## config.mk

```make
export PLATFORM = sky130hd
export DESIGN_NAME = tile_scheduler
export DESIGN_NICKNAME = d
export VERILOG_FILES = /design/src/rtl/tile_scheduler_pkg.sv /design/src/rtl/tile_addr_gen.sv /design/src/rtl/tile_scheduler.sv
export SDC_FILE = /design/constraint.sdc
export NUM_CORES = 1
export LEC_CHECK = 0
export ABC_AREA = 1
export CAP_MARGIN = 20
export CORE_MARGIN = 2
export CORE_UTILIZATION = 55
export DETAILED_ROUTE_END_ITERATION = 12
export PLACE_DENSITY_LB_ADDON = 0.1
export SLEW_MARGIN = 20
export SYNTH_ARGS = -nofsm -noshare
export SYNTH_HDL_FRONTEND = slang
export SYNTH_HIERARCHICAL = 1
export SYNTH_SLANG_ARGS = --single-unit
export TNS_END_PERCENT = 5
```

## constraint.sdc

```tcl
create_clock -name clk -period 4.7 [get_ports clk]
set_clock_uncertainty 0.2 [all_clocks]
set_input_delay 0.94 -clock clk [delete_from_list [all_inputs] [get_ports clk]]
set_output_delay 0.94 -clock clk [all_outputs]
set_load 0.005 [all_outputs]
```

## src/rtl/tile_scheduler_pkg.sv

```systemverilog
// Shared definitions for the tiled-GEMM scheduler: width defaults and FSM state encoding.
package tile_scheduler_pkg;

   localparam int DEF_AWIDTH     = 11;
   localparam int DEF_STEP_WIDTH = 16;
   localparam int DEF_TCNT_WIDTH = 8;

   localparam logic [2:0] ST_IDLE   = 3'd0;
   localparam logic [2:0] ST_PRST   = 3'd1;
   localparam logic [2:0] ST_LAUNCH = 3'd2;
   localparam logic [2:0] ST_WAIT   = 3'd3;
   localparam logic [2:0] ST_ADV    = 3'd4;
   localparam logic [2:0] ST_FIN    = 3'd5;

   typedef enum logic [2:0] {
      S_IDLE   = ST_IDLE,
      S_PRST   = ST_PRST,
      S_LAUNCH = ST_LAUNCH,
      S_WAIT   = ST_WAIT,
      S_ADV    = ST_ADV,
      S_FIN    = ST_FIN
   } state_t;

endpackage

```

## src/rtl/tile_addr_gen.sv

```systemverilog
// Tile loop counters and incremental A/B/C address accumulators (m outer, n middle, k inner).
module tile_addr_gen
  import tile_scheduler_pkg::*;
#(
  parameter int AWIDTH     = DEF_AWIDTH,
  parameter int TCNT_WIDTH = DEF_TCNT_WIDTH,
  parameter int STEP_WIDTH = DEF_STEP_WIDTH
) (
  input  logic                  clk,
  input  logic                  reset,
  input  logic                  init,
  input  logic                  adv_k,
  input  logic                  wrap_k,
  input  logic                  wrap_n,
  input  logic [TCNT_WIDTH-1:0] num_tiles_m,
  input  logic [TCNT_WIDTH-1:0] num_tiles_n,
  input  logic [TCNT_WIDTH-1:0] num_tiles_k,
  input  logic [AWIDTH-1:0]     base_a,
  input  logic [AWIDTH-1:0]     base_b,
  input  logic [AWIDTH-1:0]     base_c,
  input  logic [STEP_WIDTH-1:0] a_m_step,
  input  logic [STEP_WIDTH-1:0] a_k_step,
  input  logic [STEP_WIDTH-1:0] b_k_step,
  input  logic [STEP_WIDTH-1:0] b_n_step,
  input  logic [STEP_WIDTH-1:0] c_m_step,
  input  logic [STEP_WIDTH-1:0] c_n_step,
  output logic [AWIDTH-1:0]     addr_a,
  output logic [AWIDTH-1:0]     addr_b,
  output logic [AWIDTH-1:0]     addr_c,
  output logic                  first_k,
  output logic                  last_k,
  output logic                  last_n,
  output logic                  last_m
);

  logic [TCNT_WIDTH-1:0] cnt_m, cnt_n, cnt_k;
  logic [TCNT_WIDTH-1:0] m, n, k;
  logic [AWIDTH-1:0]     am, ak, bk, bn, cm, cn;
  logic [AWIDTH-1:0]     b_base;
  logic [AWIDTH-1:0]     a_row, b_col, c_row;
  logic [AWIDTH-1:0]     a_cur, b_cur, c_cur;

  // Row/column anchors let a k or n wrap restart from the right place without multiplying.
  always_ff @(posedge clk) begin
    if (reset) begin
      cnt_m <= '0; cnt_n <= '0; cnt_k <= '0;
      m <= '0; n <= '0; k <= '0;
      am <= '0; ak <= '0; bk <= '0; bn <= '0; cm <= '0; cn <= '0;
      b_base <= '0;
      a_row <= '0; b_col <= '0; c_row <= '0;
      a_cur <= '0; b_cur <= '0; c_cur <= '0;
    end else if (init) begin
      cnt_m <= num_tiles_m; cnt_n <= num_tiles_n; cnt_k <= num_tiles_k;
      m <= '0; n <= '0; k <= '0;
      am <= AWIDTH'(a_m_step); ak <= AWIDTH'(a_k_step);
      bk <= AWIDTH'(b_k_step); bn <= AWIDTH'(b_n_step);
      cm <= AWIDTH'(c_m_step); cn <= AWIDTH'(c_n_step);
      b_base <= base_b;
      a_row <= base_a; b_col <= base_b; c_row <= base_c;
      a_cur <= base_a; b_cur <= base_b; c_cur <= base_c;
    end else if (adv_k) begin
      k     <= k + TCNT_WIDTH'(1);
      a_cur <= a_cur + ak;
      b_cur <= b_cur + bk;
    end else if (wrap_k) begin
      k     <= '0;
      n     <= n + TCNT_WIDTH'(1);
      a_cur <= a_row;
      b_col <= b_col + bn;
      b_cur <= b_col + bn;
      c_cur <= c_cur + cn;
    end else if (wrap_n) begin
      k     <= '0;
      n     <= '0;
      m     <= m + TCNT_WIDTH'(1);
      a_row <= a_row + am;
      a_cur <= a_row + am;
      b_col <= b_base;
      b_cur <= b_base;
      c_row <= c_row + cm;
      c_cur <= c_row + cm;
    end
  end

  assign addr_a  = a_cur;
  assign addr_b  = b_cur;
  assign addr_c  = c_cur;
  assign first_k = (k == '0);
  assign last_k  = (k == cnt_k - TCNT_WIDTH'(1));
  assign last_n  = (n == cnt_n - TCNT_WIDTH'(1));
  assign last_m  = (m == cnt_m - TCNT_WIDTH'(1));

endmodule

```

## src/rtl/tile_scheduler.sv

```systemverilog
// Job-level sequencer: walks every (m,n,k) tile, clearing the PEs and launching the tile engine for each.
module tile_scheduler
  import tile_scheduler_pkg::*;
#(
  parameter int AWIDTH     = DEF_AWIDTH,
  parameter int TCNT_WIDTH = DEF_TCNT_WIDTH,
  parameter int STEP_WIDTH = DEF_STEP_WIDTH
) (
  input  logic                  clk,
  input  logic                  reset,
  input  logic                  start,
  input  logic [TCNT_WIDTH-1:0] num_tiles_m,
  input  logic [TCNT_WIDTH-1:0] num_tiles_n,
  input  logic [TCNT_WIDTH-1:0] num_tiles_k,
  input  logic [AWIDTH-1:0]     base_a,
  input  logic [AWIDTH-1:0]     base_b,
  input  logic [AWIDTH-1:0]     base_c,
  input  logic [STEP_WIDTH-1:0] a_m_step,
  input  logic [STEP_WIDTH-1:0] a_k_step,
  input  logic [STEP_WIDTH-1:0] b_k_step,
  input  logic [STEP_WIDTH-1:0] b_n_step,
  input  logic [STEP_WIDTH-1:0] c_m_step,
  input  logic [STEP_WIDTH-1:0] c_n_step,
  input  logic                  tile_done,
  output logic                  tile_start,
  output logic                  pe_reset,
  output logic [AWIDTH-1:0]     address_mat_a,
  output logic [AWIDTH-1:0]     address_mat_b,
  output logic [AWIDTH-1:0]     address_mat_c,
  output logic                  add_accum_to_output,
  output logic                  save_output_to_accum,
  output logic                  busy,
  output logic                  done
);

  state_t state, state_next;
  logic   start_d;
  logic   accept, any_zero;
  logic   init, adv_k, wrap_k, wrap_n;
  logic   first_k, last_k, last_n, last_m;
  logic   in_tile;

  always_ff @(posedge clk) begin
    if (reset) begin
      state   <= S_IDLE;
      start_d <= 1'b0;
    end else begin
      state   <= state_next;
      start_d <= start;
    end
  end

  assign accept   = (state == S_IDLE) && start && !start_d;
  assign any_zero = (num_tiles_m == '0) || (num_tiles_n == '0) || (num_tiles_k == '0);

  always_comb begin
    state_next = state;
    init       = 1'b0;
    adv_k      = 1'b0;
    wrap_k     = 1'b0;
    wrap_n     = 1'b0;
    pe_reset   = 1'b0;
    tile_start = 1'b0;
    done       = 1'b0;
    unique case (state)
      S_IDLE: begin
        if (accept) begin
          init       = 1'b1;
          state_next = any_zero ? S_FIN : S_PRST;
        end
      end
      S_PRST: begin
        pe_reset   = 1'b1;
        state_next = S_LAUNCH;
      end
      S_LAUNCH: begin
        tile_start = 1'b1;
        state_next = S_WAIT;
      end
      S_WAIT: begin
        if (tile_done) state_next = S_ADV;
      end
      S_ADV: begin
        if (last_k && last_n && last_m) begin
          state_next = S_FIN;
        end else begin
          adv_k      = !last_k;
          wrap_k     = last_k && !last_n;
          wrap_n     = last_k && last_n;
          state_next = S_PRST;
        end
      end
      S_FIN: begin
        done       = 1'b1;
        state_next = S_IDLE;
      end
      default: state_next = S_IDLE;
    endcase
  end

  // Flags follow the k position of the tile in flight and are forced low outside a tile.
  assign in_tile              = (state == S_PRST) || (state == S_LAUNCH) ||
                                (state == S_WAIT) || (state == S_ADV);
  assign add_accum_to_output  = in_tile && !first_k;
  assign save_output_to_accum = in_tile && !last_k;
  assign busy                 = (state != S_IDLE);

  tile_addr_gen #(
    .AWIDTH     (AWIDTH),
    .TCNT_WIDTH (TCNT_WIDTH),
    .STEP_WIDTH (STEP_WIDTH)
  ) u_addr_gen (
    .clk         (clk),
    .reset       (reset),
    .init        (init),
    .adv_k       (adv_k),
    .wrap_k      (wrap_k),
    .wrap_n      (wrap_n),
    .num_tiles_m (num_tiles_m),
    .num_tiles_n (num_tiles_n),
    .num_tiles_k (num_tiles_k),
    .base_a      (base_a),
    .base_b      (base_b),
    .base_c      (base_c),
    .a_m_step    (a_m_step),
    .a_k_step    (a_k_step),
    .b_k_step    (b_k_step),
    .b_n_step    (b_n_step),
    .c_m_step    (c_m_step),
    .c_n_step    (c_n_step),
    .addr_a      (address_mat_a),
    .addr_b      (address_mat_b),
    .addr_c      (address_mat_c),
    .first_k     (first_k),
    .last_k      (last_k),
    .last_n      (last_n),
    .last_m      (last_m)
  );

endmodule

```

; ---- Yosys cells after proc, flatten, opt, wreduce, memory -nomap -nowiden
; Cells that the tools add are included.
[totals]
regBits = 195
out_inout_bits = 39
word_cells = 120
[op_classes]
n_addsub = 12
eq_ne = 12
mux = 40
n_bitwise = 2
reduce_logical = 33
[op_table]
columns = operator, count
row1 = 2-to-1 mux 11 bit, 20
row2 = adder 11 bit, 6
row3 = zero test 8 bit, 4
row4 = 2-to-1 mux 8 bit, 4
row5 = adder 8 x 1 -> 8 bit (second input constant), 3
row6 = equality test 8 bit, 3
row7 = subtractor 8 x 1 -> 8 bit (second input constant), 3
row8 = one-hot mux 3 bit (5 select lines), 1
row9 = 2-to-1 mux 3 bit, 4
row10 = 2-to-1 mux 1 bit, 11
row11 = nonzero test 3 bit, 3
row12 = inequality test 2 bit (second input constant), 4
row13 = logical AND 1 bit, 7
row14 = equality test 3 x 2 -> 1 bit (second input constant), 2
row15 = equality test 3 bit (second input constant), 2
row16 = AND reduction 2 bit, 3
row17 = AND reduction 3 bit, 2
row18 = logical OR 1 bit, 5
row19 = zero test 1 bit, 4
row20 = nonzero test 2 bit, 2
row21 = nonzero test 4 bit, 1
row22 = equality test 3 x 1 -> 1 bit (second input constant), 1
row23 = zero test 3 bit, 1
row24 = inverter 1 bit, 2
row25 = OR reduction 2 bit, 1

; ---- Logic depth before layout (Yosys ltp)
[logic_depth]
word_depth = 10
depth_mapped = 20
ltp_nobuf = 19

; ---- Modules after synthesis
; Netlist, hierarchy kept.
[modules_own_cells]
columns = mod, n_inst, cells_per_inst, area_per_inst_um2
row1 = tile_addr_gen, 1, 1708, 11571.1
row2 = tile_scheduler, 1, 81, 411.6

; ---- Worst setup path after synthesis
; Ideal clock, no wire load.
[synth_timing]
path_type = reg-to-reg
startpoint = reg u_addr_gen.cnt_k[0]
endpoint = reg u_addr_gen.m[7]
setup_time_ps = 119
arrival_time_ps = 3013
setup_slack_ps = 1367
path_stages_with_launch = 17
path_cell_list = dfxtp_1 -> inv_1 -> ha_1 -> xor2_1 -> nand3_1 -> nor3_1 -> nand4_1 -> nor3_1 -> nand2_1 -> nor3_1 -> inv_2 -> nor2_8 -> inv_2 -> nor2_1 -> nand4_1 -> o21ai_0 -> a21oi_1
[synth_rtl]
columns = element, line
row1 = "start, declared", tile_addr_gen.sv:36  ; logic [TCNT_WIDTH-1:0] cnt_m, cnt_n, cnt_k;
row2 = "start signal, assigned", tile_addr_gen.sv:53  ; cnt_m <= num_tiles_m; cnt_n <= num_tiles_n; cnt_k <= num_tiles_k;
row3 = subtractor 8 x 1 -> 8 bit *, tile_addr_gen.sv:89  ; assign last_k = (k == cnt_k - TCNT_WIDTH'(1));
row4 = equality test 8 bit *, tile_addr_gen.sv:89
row5 = net last_k, tile_scheduler.sv:40  ; logic first_k, last_k, last_n, last_m;
row6 = logical AND 1 bit *, "tile_scheduler.sv:84, tile_scheduler.sv:89"
row7 = logical AND 1 bit, tile_scheduler.sv:84  ; if (last_k && last_n && last_m) begin
row8 = 2-to-1 mux 1 bit *, tile_scheduler.sv:84
row9 = 2-to-1 mux 1 bit *, tile_scheduler.sv:65  ; unique case (state)
row10 = net wrap_n, tile_scheduler.sv:39  ; logic init, adv_k, wrap_k, wrap_n;
row11 = AND reduction 3 bit (no line) *, n/a
row12 = "end signal, assigned", tile_addr_gen.sv:75  ; m <= m + TCNT_WIDTH'(1);
row13 = "end, declared", tile_addr_gen.sv:37  ; logic [TCNT_WIDTH-1:0] m, n, k;
; Mark *: on every way through the listed nets, which the timed path passes. The rest lies on a longest branch.
; A chain may end at the register's enable or synchronous reset.

; ---- Worst setup path in the final report
[layout_timing]
startpoint = reg u_addr_gen.cnt_k[0]
endpoint = reg u_addr_gen.a_cur[2], in the netlist u_addr_gen/addr_a[2]
[layout_rtl]
columns = element, line
row1 = subtractor 8 x 1 -> 8 bit *, tile_addr_gen.sv:89
row2 = equality test 8 bit *, tile_addr_gen.sv:89
row3 = net last_k, tile_scheduler.sv:40
row4 = logical AND 1 bit (2 in a row), tile_scheduler.sv:84
row5 = 2-to-1 mux 1 bit *, tile_scheduler.sv:84
row6 = 2-to-1 mux 1 bit *, tile_scheduler.sv:65
row7 = net adv_k, tile_scheduler.sv:39
row8 = 2-to-1 mux 11 bit, tile_addr_gen.sv:61  ; end else if (adv_k) begin
row9 = 2-to-1 mux 11 bit, tile_addr_gen.sv:52  ; end else if (init) begin
row10 = "end signal, assigned", tile_addr_gen.sv:60  ; a_cur <= base_a; b_cur <= base_b; c_cur <= base_c;
row11 = "end signal, assigned", tile_addr_gen.sv:63  ; a_cur <= a_cur + ak;
row12 = "end signal, assigned", tile_addr_gen.sv:68  ; a_cur <= a_row;
row13 = "end, declared", tile_addr_gen.sv:41  ; logic [AWIDTH-1:0] a_cur, b_cur, c_cur;
; Marks and branches as above.

==> flow_summary.json <==
{
  "status": "finished, final reports clean",
  "rows": 54,
  "use_met3_pct": 4.07,
  "antenna_found_initial": 0,
  "synth_area_um2": 12000,
  "wl_per_cell_um": 15.0,
  "routed_wl_um": 33200,
  "p_per_area_nw_per_um2": 342,
  "crit_path_end_kind": "flip-flop",
  "fin_area_um2": 14400,
  "track_usage_pct": 28.9,
  "clk_pin_slew_worst_paths_ns": 0.07,
  "slew_headroom_pct": 34.3,
  "synth.largest_area_cell": "dfxtp_1",
  "leakage_nw": 6.48,
  "dr.pass1.iters": 6,
  "ys_warn_count": 6,
  "grt_pass1_wl_um": 53200,
  "post_cts_buffers": 0,
  "io_buffers": 165,
  "async_flop_share_pct": 0,
  "grt_pass1_vias": 10700,
  "cp-start-kind": "flip-flop",
  "vias": 12000,
  "synth_top_area_share_pct": 32.6,
  "avgSynthCellArea_um2": 6.70,
  "crit_arrival_ns": 4.19,
  "ys_seq_area_share_pct": 32.6,
  "hp-class": "reg2reg",
  "via_per_inst": 5.45,
  "cts_made_buffers": 17,
  "tns_ns": 0,
  "gr-max-usage-layer": "met2",
  "syn_inst": 1789,
  "ys_seq_elements": 195,
  "grt_max_degree": 97,
  "ios": 196,
  "placed_area_um2": 13800,
  "htreeDepth": 4,
  "synth-edff-count": 0,
  "dp_hpwl_um": 24100,
  "cts_tree": "built",
  "ant_nets": 0,
  "synth_commonest_cells": "nand2_1, nor2_1, dfxtp_1",
  "root_buffer": "clkbuf_16",
  "clk_latency_ns": 0.43,
  "gp_congestion": 0.890,
  "use_met2_pct": 43.6,
  "syn-num-nets": 2019,
  "crit_type": "reg2reg",
  "synth_cell_types": 48,
  "initial_core_util_pct": 55.4,
  "die_x_um": 152,
  "clockBufferDepth": 2,
  "use_met1_pct": 43.6,
  "slew_violations": 0,
  "final_layout_size_suffix_gt1_share_pct": 4.10,
  "worstPathMaxFanout": 16,
  "period_minus_slack_ns": 4.09,
  "area_growth_pct": 19.8,
  "ir_worst_vdd_uv": 209,
  "synth_flop_cell": "dfxtp_1",
  "drt_iter0_markers": 936,
  "antenna_cells": 0,
  "finalSetupViolCount": 0,
  "tightest_slew_ns": 0.985,
  "required_ns": 4.81,
  "yosysMostFrequentCell": "nand2_1",
  "synth_area_leaders": "dfxtp_1, nand2_1, nor2_1, o21ai_0, ha_1",
  "fin_nets": 2146,
  "clock_sinks": 195,
  "finalHoldViolations": 0,
  "period_share_pct": 86.9,
  "rsz0062_at_grt": "no",
  "drc": 0,
  "die_area_um2": 23000,
  "core_um2": 21600,
  "max_freq_mhz": 245,
  "drv_cap": 0,
  "die-height_um": 152,
  "grt.overflow.total": 0
}
## worst max-delay path, cell delays in order (launching register included)
cell and delay [ns]:
dfxtp_1 0.37, inv_1 0.09, ha_1 0.32, xor2_1 0.16, nand3_1 0.09, nor3_1 0.17
nand4_1 0.11, nor3_1 0.40, nor2_1 0.15, inv_2 0.32, nand2_4 0.17, nor2_4 0.17
inv_2 0.10, nor2_4 0.36, clkinvlp_4 0.40, o21ai_0 0.29, a31oi_1 0.08
## report_power, final
group | total, W | internal, W | leakage [nW] | switching, W
clock | 0.00148 | 0.000827 | 0.276 | 0.000650
combinational | 0.00144 | 0.000605 | 4.60 | 0.000838
sequential | 0.00199 | 0.00184 | 1.60 | 0.000155
## area by class of cell
cell class                      count  area, µm²
Fill cell                        2053       7260
Clock inverter                      8        101
Timing Repair inverter              1       7.51
Tap cell                          280        350
Sequential cell                   195       3900
Clock buffer                       24        482
Timing Repair Buffer              175       1760
Multi-Input combinational cell   1344       7050
Inverter                          182        696
## cell usage in the layout (no fill, tap or decap), types with 5 or more instances in the layout
master           instances
nand2_1                380
dfxtp_1                195
clkdlybuf4s50_1        165
nand3_1                121
clkbuf_16               17
o21bai_1                 6
xnor2_1                 21
inv_1                  168
buf_4                    7
xor2_1                  37
inv_2                    9
o22ai_1                  7
a21oi_1                118
a31oi_1                 43
ha_1                    67
clkinvlp_4               5
fa_1                     6
o211ai_1                 6
nor2_2                   8
nor2_1                 270
o21ai_0                170
nor3_1                  13
nand4_1                 25
## repair_timing
action | in CTS | in global routing
hold buffers | 0 | 0
endpoints found under the setup margin | 0 | 10
resized for setup | 0 | 3
## sequential cells by signal, indices dropped and copies added (netlist names), 11 cells and up
name,cells
u_addr_gen/ak,11
u_addr_gen/am,11
u_addr_gen/b_col,11
u_addr_gen/b_base,11
u_addr_gen/addr_b,11
u_addr_gen/a_row,11
u_addr_gen/addr_c,11
u_addr_gen/cm,11
u_addr_gen/bk,11
u_addr_gen/addr_a,11
u_addr_gen/bn,11
u_addr_gen/cn,11
u_addr_gen/c_row,11
## logic make-up (layout without fill, tap and decap cells)
logic type / after synthesis / after routing / share of synthesized area (%)
flip-flops: 195 / 195 / 32.6
buffers and inverters: 250 / 390 / 8.67
AO/OA/AOI/OAI: 372 / 372 / 16.9
XOR/XNOR: 58 / 58 / 4.24
adder cells (fa/ha/maj): 73 / 73 / 8.00
AND/OR/NAND/NOR: 841 / 841 / 29.6
## per-layer routing
layer,wire length (µm),share of wire (%),up-vias
met3,2330,7.0,28
met1,16300,49,5464
met5,0,0,-
met4,417,1.3,0
met2,14100,43,408
li1,-,-,6145
## per-stage QoR
step	setup slack, ns	std cells	utilization (%)	total power (W)	hold WS, ns
after floorplan	1.37	1789	-	0.00296	0.238
after global placement	0.542	2176	63.6	0.00341	0.246
final	0.614	2209	66.4	0.00491	0.263
after global routing	0.256	2209	66.4	0.00520	0.279
after detailed placement	0.412	2176	63.6	0.00344	0.254
after CTS	0.406	2208	66.3	0.00490	0.264
## final timing paths
check | start | endpoint | slack [ns] | cells after the start
min reg2reg | u_addr_gen/b_base[9]$_SDFFE_PP0P_ | u_addr_gen/b_base[9]$_SDFFE_PP0P_ | 0.26 | 2
max reg2reg | u_addr_gen/cnt_k[0]$_SDFFE_PP0P_ | u_addr_gen/addr_a[2]$_SDFFE_PP0P_ | 0.61 | 16
min | u_addr_gen/b_base[9]$_SDFFE_PP0P_ | u_addr_gen/b_base[9]$_SDFFE_PP0P_ | 0.26 | 2
max | u_addr_gen/cnt_k[0]$_SDFFE_PP0P_ | u_addr_gen/addr_a[2]$_SDFFE_PP0P_ | 0.61 | 16
(Power assumes the default switching activity.)
